`src/rtl/mvm_sparse_scheduler_pkg.sv`:
```
// Shared types and default sizing for the sparse MVM scheduler.
// Imported by the interface, picker and top.
package mvm_pkg;

  localparam int DEF_VEC_LEN = 8;
  localparam int DEF_ROWS    = 8;
  localparam int DEF_DATA_W  = 8;

  localparam int DEF_COL_W = $clog2(DEF_VEC_LEN);
  localparam int DEF_ROW_W =
    (DEF_ROWS > 1) ? $clog2(DEF_ROWS) : 1;
  localparam int DEF_CNT_W = DEF_COL_W + 1;

  typedef enum logic [1:0] {
    IDLE,
    RUN,
    DONE
  } state_t;

endpackage

```
`src/rtl/mvm_sparse_scheduler_if.sv`:
```
// Load, control and MAC beat bundle of the scheduler.
// master = scheduler side, slave = host/accelerator side.
interface mvm_sparse_scheduler_if
  import mvm_pkg::*;
#(
  parameter int VEC_LEN = DEF_VEC_LEN,
  parameter int ROWS    = DEF_ROWS,
  parameter int DATA_W  = DEF_DATA_W
);

  localparam int CW = $clog2(VEC_LEN);
  localparam int RW = (ROWS > 1) ? $clog2(ROWS) : 1;
  localparam int SW = CW + 1;

  logic              load_valid;
  logic [DATA_W-1:0] load_data;
  logic              load_ready;
  logic              start;
  logic              busy;
  logic              done;
  logic              mac_valid;
  logic              mac_ready;
  logic [RW-1:0]     mac_row;
  logic [CW-1:0]     mac_col;
  logic [DATA_W-1:0] mac_act;
  logic              mac_first;
  logic              mac_last;
  logic [SW-1:0]     skip_count;

  modport master (
    input  load_valid,
    input  load_data,
    input  start,
    input  mac_ready,
    output load_ready,
    output busy,
    output done,
    output mac_valid,
    output mac_row,
    output mac_col,
    output mac_act,
    output mac_first,
    output mac_last,
    output skip_count
  );

  modport slave (
    output load_valid,
    output load_data,
    output start,
    output mac_ready,
    input  load_ready,
    input  busy,
    input  done,
    input  mac_valid,
    input  mac_row,
    input  mac_col,
    input  mac_act,
    input  mac_first,
    input  mac_last,
    input  skip_count
  );

endinterface

```
`src/rtl/mvm_sparse_scheduler_nz_pick.sv`:
```
// Lowest-set-bit encoder over the column work mask.
// Gives index, onehot clear mask and exactly-one-bit flag.
module mvm_nz_pick #(
  parameter int N = 8,
  localparam int W = $clog2(N)
) (
  input  logic [N-1:0] mask,
  output logic [W-1:0] idx,
  output logic [N-1:0] onehot,
  output logic         single,
  output logic         any
);

  // scan high to low so the lowest set bit wins
  always_comb begin
    idx = '0;
    for (int i = N - 1; i >= 0; i--) begin
      if (mask[i]) idx = W'(i);
    end
  end

  assign onehot = mask & (~mask + N'(1));
  assign any    = |mask;
  assign single = any &&
    ((mask & (mask - N'(1))) == '0);

endmodule

```
`src/rtl/mvm_sparse_scheduler.sv`:
```
// Sparse MVM sequencer: buffers one vector, then issues
// MAC beats row by row for nonzero columns only.
module mvm_sparse_scheduler
  import mvm_pkg::*;
#(
  parameter int VEC_LEN = DEF_VEC_LEN,
  parameter int ROWS    = DEF_ROWS,
  parameter int DATA_W  = DEF_DATA_W
) (
  input logic                   clk,
  input logic                   rst_n,
  mvm_sparse_scheduler_if.master bus
);

  localparam int CW = $clog2(VEC_LEN);
  localparam int RW = (ROWS > 1) ? $clog2(ROWS) : 1;
  localparam int SW = CW + 1;

  state_t            state;
  logic [DATA_W-1:0] vbuf [VEC_LEN];
  logic [VEC_LEN-1:0] nz;
  logic [VEC_LEN-1:0] work;
  logic [CW-1:0]     wr_ptr;
  logic              vec_full;
  logic [RW-1:0]     row;
  logic              first;
  logic [SW-1:0]     skip;

  logic [CW-1:0]      pick_idx;
  logic [VEC_LEN-1:0] pick_oh;
  logic               pick_one;
  logic               pick_any;
  logic [SW-1:0]      nz_cnt;

  logic load_hs;
  logic run_go;
  logic mac_hs;
  logic row_end;
  logic last_row;
  logic run;

  mvm_nz_pick #(.N(VEC_LEN)) u_pick (
    .mask   (work),
    .idx    (pick_idx),
    .onehot (pick_oh),
    .single (pick_one),
    .any    (pick_any)
  );

  // population count of the nonzero mask
  always_comb begin
    nz_cnt = '0;
    for (int i = 0; i < VEC_LEN; i++) begin
      nz_cnt = nz_cnt + SW'(nz[i]);
    end
  end

  assign run      = (state == RUN);
  assign load_hs  = (state == IDLE) && !vec_full
                    && bus.load_valid;
  assign run_go   = (state == IDLE) && vec_full
                    && bus.start;
  assign mac_hs   = run && bus.mac_ready;
  assign row_end  = pick_one || !pick_any;
  assign last_row = (row == RW'(ROWS - 1));

  assign bus.load_ready = (state == IDLE) && !vec_full;
  assign bus.busy       = (state != IDLE);
  assign bus.done       = (state == DONE);
  assign bus.mac_valid  = run;
  assign bus.mac_row    = run ? row : '0;
  assign bus.mac_col    = run ? pick_idx : '0;
  assign bus.mac_act    = run ? vbuf[pick_idx] : '0;
  assign bus.mac_first  = run && first;
  assign bus.mac_last   = run && row_end;
  assign bus.skip_count = skip;

  // sequencer: load in IDLE, sweep rows in RUN, pulse DONE
  always_ff @(posedge clk or negedge rst_n) begin
    if (!rst_n) begin
      state    <= IDLE;
      wr_ptr   <= '0;
      vec_full <= 1'b0;
      nz       <= '0;
      work     <= '0;
      row      <= '0;
      first    <= 1'b0;
      skip     <= '0;
      for (int i = 0; i < VEC_LEN; i++) begin
        vbuf[i] <= '0;
      end
    end else begin
      unique case (state)
        IDLE: begin
          if (load_hs) begin
            vbuf[wr_ptr] <= bus.load_data;
            nz[wr_ptr]   <= (bus.load_data != '0);
            if (wr_ptr == CW'(VEC_LEN - 1)) begin
              vec_full <= 1'b1;
              wr_ptr   <= '0;
            end else begin
              wr_ptr <= wr_ptr + CW'(1);
            end
          end else if (run_go) begin
            state <= RUN;
            row   <= '0;
            work  <= nz;
            first <= 1'b1;
            skip  <= SW'(VEC_LEN) - nz_cnt;
          end
        end
        RUN: begin
          if (mac_hs) begin
            if (row_end) begin
              work  <= nz;
              first <= 1'b1;
              if (last_row) state <= DONE;
              else row <= row + RW'(1);
            end else begin
              work  <= work & ~pick_oh;
              first <= 1'b0;
            end
          end
        end
        DONE: begin
          state    <= IDLE;
          vec_full <= 1'b0;
          row      <= '0;
          work     <= '0;
          first    <= 1'b0;
        end
        default: state <= IDLE;
      endcase
    end
  end

endmodule

```
`src/flat_wrapper.sv`:
```
// flat-port wrapper written by rule: the top's interface ports become plain ports
module mvm_sparse_scheduler_flat import mvm_pkg::*;
#(
  parameter int VEC_LEN = DEF_VEC_LEN,
  parameter int ROWS    = DEF_ROWS,
  parameter int DATA_W  = DEF_DATA_W
)
  (clk, rst_n, bus_load_valid, bus_load_data, bus_start, bus_mac_ready, bus_load_ready, bus_busy, bus_done, bus_mac_valid, bus_mac_row, bus_mac_col, bus_mac_act, bus_mac_first, bus_mac_last, bus_skip_count);
  mvm_sparse_scheduler_if #(.VEC_LEN(VEC_LEN), .ROWS(ROWS), .DATA_W(DATA_W)) bus_i ();
  input logic clk;
  input logic rst_n;
  input wire logic [$bits(bus_i.load_valid)-1:0] bus_load_valid;
  input wire logic [$bits(bus_i.load_data)-1:0] bus_load_data;
  input wire logic [$bits(bus_i.start)-1:0] bus_start;
  input wire logic [$bits(bus_i.mac_ready)-1:0] bus_mac_ready;
  output wire logic [$bits(bus_i.load_ready)-1:0] bus_load_ready;
  output wire logic [$bits(bus_i.busy)-1:0] bus_busy;
  output wire logic [$bits(bus_i.done)-1:0] bus_done;
  output wire logic [$bits(bus_i.mac_valid)-1:0] bus_mac_valid;
  output wire logic [$bits(bus_i.mac_row)-1:0] bus_mac_row;
  output wire logic [$bits(bus_i.mac_col)-1:0] bus_mac_col;
  output wire logic [$bits(bus_i.mac_act)-1:0] bus_mac_act;
  output wire logic [$bits(bus_i.mac_first)-1:0] bus_mac_first;
  output wire logic [$bits(bus_i.mac_last)-1:0] bus_mac_last;
  output wire logic [$bits(bus_i.skip_count)-1:0] bus_skip_count;
  assign bus_i.load_valid = bus_load_valid;
  assign bus_i.load_data = bus_load_data;
  assign bus_i.start = bus_start;
  assign bus_i.mac_ready = bus_mac_ready;
  assign bus_load_ready = bus_i.load_ready;
  assign bus_busy = bus_i.busy;
  assign bus_done = bus_i.done;
  assign bus_mac_valid = bus_i.mac_valid;
  assign bus_mac_row = bus_i.mac_row;
  assign bus_mac_col = bus_i.mac_col;
  assign bus_mac_act = bus_i.mac_act;
  assign bus_mac_first = bus_i.mac_first;
  assign bus_mac_last = bus_i.mac_last;
  assign bus_skip_count = bus_i.skip_count;
  mvm_sparse_scheduler #(.VEC_LEN(VEC_LEN), .ROWS(ROWS), .DATA_W(DATA_W)) u_core (.clk(clk), .rst_n(rst_n), .bus(bus_i));
endmodule
```
`config.mk`:
```
export PLATFORM = sky130hd
export DESIGN_NAME = mvm_sparse_scheduler_flat
export DESIGN_NICKNAME = d
export VERILOG_FILES = /design/src/rtl/mvm_sparse_scheduler_pkg.sv /design/src/rtl/mvm_sparse_scheduler_if.sv /design/src/rtl/mvm_sparse_scheduler_nz_pick.sv /design/src/rtl/mvm_sparse_scheduler.sv /design/src/flat_wrapper.sv
export SDC_FILE = /design/constraint.sdc
export NUM_CORES = 1
export LEC_CHECK = 0
export ABC_AREA = 1
export CORE_UTILIZATION = 60
export CTS_BUF_LIST = sky130_fd_sc_hd__clkbuf_16
export DETAILED_ROUTE_END_ITERATION = 6
export GPL_ROUTABILITY_DRIVEN = 0
export PLACE_DENSITY_LB_ADDON = 0.2
export SYNTH_ARGS = -nofsm -noshare
export SYNTH_HDL_FRONTEND = slang
export SYNTH_SLANG_ARGS = --single-unit
export TNS_END_PERCENT = 100
```
`constraint.sdc`:
```
create_clock -name clk -period 7.25 [get_ports clk]
set_input_delay 1.8125 -clock clk [delete_from_list [all_inputs] [get_ports clk]]
set_output_delay 1.8125 -clock clk [all_outputs]
set_load 0.1 [all_outputs]
```
== Word level (Yosys, flattened, before mapping) ==
Cells that the tools add are included.

* $add $sub $neg: 12
* $lt $le $gt $ge: 5
* Equality and inequality tests: 12
* Muxes and demuxes: 46
* Bitwise gates (word level): 8
* Reductions and logical operators: 26

{| class="wikitable"
|+ Operators with widths
! kind !! count
|-
| 64-bit bitwise mux || 1
|-
| 8-bit two-way mux || 8
|-
| 3-bit two-way mux || 16
|-
| 4-bit by 1-bit adder with 4-bit output || 6
|-
| 8-bit AND || 3
|-
| 8-bit binary-select mux with 3-bit select || 1
|-
| 8-bit demux with 3-bit select || 1
|-
| 8-bit one-hot mux with 3 select lines || 1
|-
| 8-bit inverter || 2
|-
| 1-bit logical AND || 10
|-
| 2-bit two-way mux || 5
|-
| 2-bit by 1-bit inequality test with 1-bit output, second input constant || 5
|-
| 3-bit one-hot mux with 3 select lines || 1
|-
| 8-bit by 1-bit adder with 8-bit output, second input constant || 1
|-
| 8-bit bitwise mux || 1
|-
| 4-bit >= comparator, second input constant || 2
|-
| 8-bit logical NOT || 1
|-
| 3-bit inverter with 4-bit output || 2
|-
| 8-bit nonzero test || 1
|-
| 8-bit OR reduction || 1
|-
| 8-bit by 1-bit subtractor with 8-bit output, second input constant || 1
|-
| 1-bit two-way mux || 7
|-
| 3-bit by 1-bit adder with 3-bit output, second input constant || 2
|-
| 3-bit equality test, second input constant || 2
|-
| other kinds (23) || 28
|}

* Flip-flop bits (word level): 94
* Output and inout port bits: 24
* Word-level logic and storage cells: 125

== Depth between registers and ports, before layout ==
* Depth after elaboration: 13
* Mapped depth: 13

== Modules after synthesis ==
A second synthesis with hierarchy kept.

* Cells, all modules: 707
* Area total of the unflattened synthesis: 5351.4 um2

{| class="wikitable"
|+ By module, submodules not included
! module !! times used !! cells an instance !! area an instance (um2) !! sequential area each (um2)
|-
| mvm_sparse_scheduler || 1 || 653 || 5109.9 || 2352.3
|-
| mvm_nz_pick || 1 || 54 || 241.5 || 0.0
|}

== Least setup slack after synthesis ==
OpenSTA, ideal clock, no wires.

* Path kind: register to output
* Start point: reg u_core.state[1]
* End point: out bus_mac_act[0]
* Arrival: 3536 ps
* Setup slack: 1902 ps
* Cell stages (with the launch flop): 8
* Path buffers: 1
* Path through: dfrtp_1 inv_1 ha_1 buf_2 inv_1 nor2_2 nand3_1 nand2_1

* Longest elaborated chain between the ends: 2

{| class="wikitable"
|+ Ends and longest elaborated chain
! item !! RTL line !! RTL
|-
| start, declared || mvm_sparse_scheduler.sv:19 || <nowiki>state_t state;</nowiki>
|-
| start signal, assigned || mvm_sparse_scheduler.sv:81 || <nowiki>state <= IDLE;</nowiki>
|-
| start signal, assigned || mvm_sparse_scheduler.sv:105 || <nowiki>state <= RUN;</nowiki>
|-
| start signal, assigned || mvm_sparse_scheduler.sv:117 || <nowiki>if (last_row) state <= DONE;</nowiki>
|-
| 2-bit by 1-bit equality test with 1-bit output || mvm_sparse_scheduler.sv:58 || <nowiki>assign run = (state == RUN);</nowiki>
|-
| named net bus_mac_valid || flat_wrapper.sv:19 || <nowiki>output wire logic [$bits(bus_i.mac_valid)-1:0] bus_mac_valid;</nowiki>
|-
| 8-bit two-way mux || mvm_sparse_scheduler.sv:73 || <nowiki>assign bus.mac_act = run ? vbuf[pick_idx] : '0;</nowiki>
|-
| end, declared || flat_wrapper.sv:22 || <nowiki>output wire logic [$bits(bus_i.mac_act)-1:0] bus_mac_act;</nowiki>
|}

The timed path passes the listed nets, and every way through them passes these cells.

== Worst setup path after layout ==
* Start point: reg u_core.state[1]
* End point: out bus_mac_act[7]

* Longest elaborated chain between the ends: 2

{| class="wikitable"
|+ Ends and longest elaborated chain
! item !! RTL line
|-
| 2-bit by 1-bit equality test with 1-bit output || mvm_sparse_scheduler.sv:58
|-
| 8-bit two-way mux || mvm_sparse_scheduler.sv:73
|}

No other way between the ends.

==> reports/summary.txt <==
TritonCTS Sinks: 94
Kind of launch point of the worst setup path: flip-flop
Total CTS buffers: 9
Final HPWL from detailed placement: 8.01 mm
Die Width: 92.7 um
Initial antenna violation count: 0
First-pass detailed-route iteration total: 5
Antenna-violating nets left: 0
Total grt overflow: 0
Via count of the first global-routing pass: 4166
H-tree level count: 3
Number of synthesized register bits: 94
Worst hold path depth: 2
Largest clock skew in the final design: 0.0105 ns
Distinct cell type count of the synthesized netlist: 28
Number of DRC violations after detailed routing: 0
Maximum net fanout on the critical path: 20
Number of buffers inserted by port buffering: 36
CP Data Required Time: 5.44 ns
Yosys top cell by area: dfrtp_1
Hold-fix buffers, CTS: 0
Number of filler instances in the final layout: 635
Routed wire length: 12.1 mm
Routed via count divided by cell count: 5.69
Path depth of the worst reg2reg path: 8
Mapped Cells: 618
Buffers inserted by post-CTS timing repair: 0
Sequential cell area fraction in the yosys report: 47.6%
Final critical-path required period: 5.64 ns
Post-synth design cell area: 0.00494 mm^2
Worst-skew pair later-pin latency: 0.34 ns
Diode insertion count for antenna repair: 0
Slew @ Worst Pin: 0.981 ns
Max Cap Violations: 0
P&R area growth vs syn: 13.6%
Initial standard-cell utilization of the core: 63.0%
DRC marker count from the first detailed-route iteration: 294
Final setup fails: 0
Total area of sequential cells: 0.00235 mm^2
Origin of the critical flop-to-flop path: u_core.nz[4]
Chip Height: 92.7 um
Number of pins with negative max-slew slack in the final report: 0
Per-instance average area after synthesis: 8.00 um^2
Arr. time, crit path: 3.83 ns
R2r endpoint: u_core.bus.skip_count[3]
Total number of vias: 4281
Classification of the worst setup path: flip-flop to output port
I/O pin count: 37
Final period util: 77.8%
Unrepaired setup endpoints after global routing: no
Buffer type at the clock tree root: clkbuf_16
Maximum clock path buffer count: 2
Number of rows created at floorplan: 32
Highest clock rate: 0.177 GHz
First-pass GRT wire length: 20.0 mm
Overall routing resource usage: 30.4%
Routed len/inst: 16.1 um
Maximum number of pins on one net before global-route repair: 68
Min-Delay Startpoint: u_core.bus.skip_count[2]
Hold violation total from the final report: 0
Result of the run: complete, no violations
CTS clock-pin slew for the worst setup and hold paths: 0.07 ns
Min-delay worst type: flip-flop to flip-flop
Share of post-route cells with drive strength above 1: 8.29%
CTS resizes: 0
Setup TNS: 0 ns
Clock tree from TritonCTS: built
Final nets: 678
Footprint of the multi-input gates: 0.00224 mm^2
Endpoint of the worst hold-timing path: u_core.bus.skip_count[2]
Total of warnings raised by yosys: 0
Cell types occupying the most area after synthesis: dfrtp_1 (48%), nand2_1 (12%), nand3_1 (9.2%)
Core footprint: 0.00785 mm^2
Proportion of netlist area held by the largest area contributor: 47.6%
Synthesized Nets: 650
Slew HR: 34.4%
Endpoint kind of the worst setup timing path: output port
Utilization after layout: 71.5%
Die Area: 0.00860 mm^2
Flop-to-flop setup slack: 4.48 ns
cells by family (layout without fill, tap and decap cells):
| logic type | Yosys count | after routing | share of synthesized area (%) |
|---|---|---|---|
| AOI/OAI and AO/OA | 89 | 89 | 9.27 |
| xor gates and xnor gates | 1 | 1 | 0.177 |
| adders and majority gates | 19 | 19 | 5.27 |
| buffers and inverters | 82 | 115 | 7.01 |
| DFF | 94 | 94 | 47.6 |
| and+or+nand+nor | 333 | 333 | 30.7 |
flip-flops by register name (all words and copies together) (netlist names):
signal                 flops
u_core.nz                  8
u_core.state               2
u_core.wr_ptr              3
u_core.first               1
u_core.bus.skip_count      4
u_core.vbuf               64
u_core.work                8
u_core.vec_full            1
u_core.row                 3
final cells by class:
class | count | area share, %
multi-input combinational | 442 | 39.9
inverter | 59 | 3.94
timing repair buffer | 40 | 6.91
clock buffer | 9 | 4.01
tap | 102 | 2.27
clock inverter | 7 | 1.03
sequential | 94 | 41.9
worst max-delay path: stages, from the launching register on:
cell	delay [ns]
dfrtp_1	0.43
inv_1	0.11
ha_1	0.60
inv_1	0.32
nor2_1	0.61
nand3_1	0.15
nand2_1	0.13
clkdlybuf4s50_1	1.14
through the flow:
stage | area (um^2) | std cells | hold slack, ns | setup WS [ns]
final | 5610 | 753 | 0.484 | 1.61
after global routing | 5610 | 753 | 0.507 | 1.46
after CTS | 5610 | 753 | 0.488 | 1.65
after detailed placement | 5330 | 737 | 0.469 | 2.02
after global placement | 5330 | 737 | 0.465 | 2.16
after floorplan | 4940 | 618 | 0.453 | 1.90
per-layer routing:
layer	vias up	track usage [%]	routed length, um
li1	2067	-	-
met1	2023	37.1	4860
met2	163	52.2	6190
met3	28	5.58	741
met4	0	14.0	332
met5	-	0	0
worst max-delay path by stage:
| stage | startpoint | end | slack (ns) | cells past startpoint |
|---|---|---|---|---|
| 5_1_grt | u_core.state[1] | bus_mac_act[7] | 1.46 | 7 |
| 6_report | u_core.state[1] | bus_mac_act[7] | 1.61 | 7 |
| 3_5_place_dp | u_core.state[1] | bus_mac_act[7] | 2.02 | 7 |
| 3_3_place_gp | u_core.state[1] | bus_mac_act[7] | 2.16 | 7 |
| 2_1_floorplan | u_core.state[1] | bus_mac_act[0] | 1.90 | 7 |
| 4_1_cts | u_core.state[1] | bus_mac_act[7] | 1.65 | 7 |
cell usage after synthesis (all sizes together):
cell type / number
ha: 16
nor4: 2
dfrtp: 94
nand2: 159
o22ai: 1
nand3: 94
fa: 3
clkbuf: 7
nor2: 67
a21oi: 40
xnor2: 1
nand4: 7
nor3: 2
or2: 2
buf: 16
inv: 58
clkinv: 1
o21ai: 48
cells in the final DEF, fill, tap and decap left out, types with 9 or more instances in the layout:
master and count:
clkdlybuf4s50_1 35, dfrtp_1 94, a21oi_1 37, ha_1 16, nand2_1 156, nand3_1 91, o21ai_0 40, clkbuf_16 9
nor2_1 54, inv_1 51
Power is left out: the tool's default activity adds up to more than one toggle a clock period on the data nets, which glitch-free logic cannot reach.
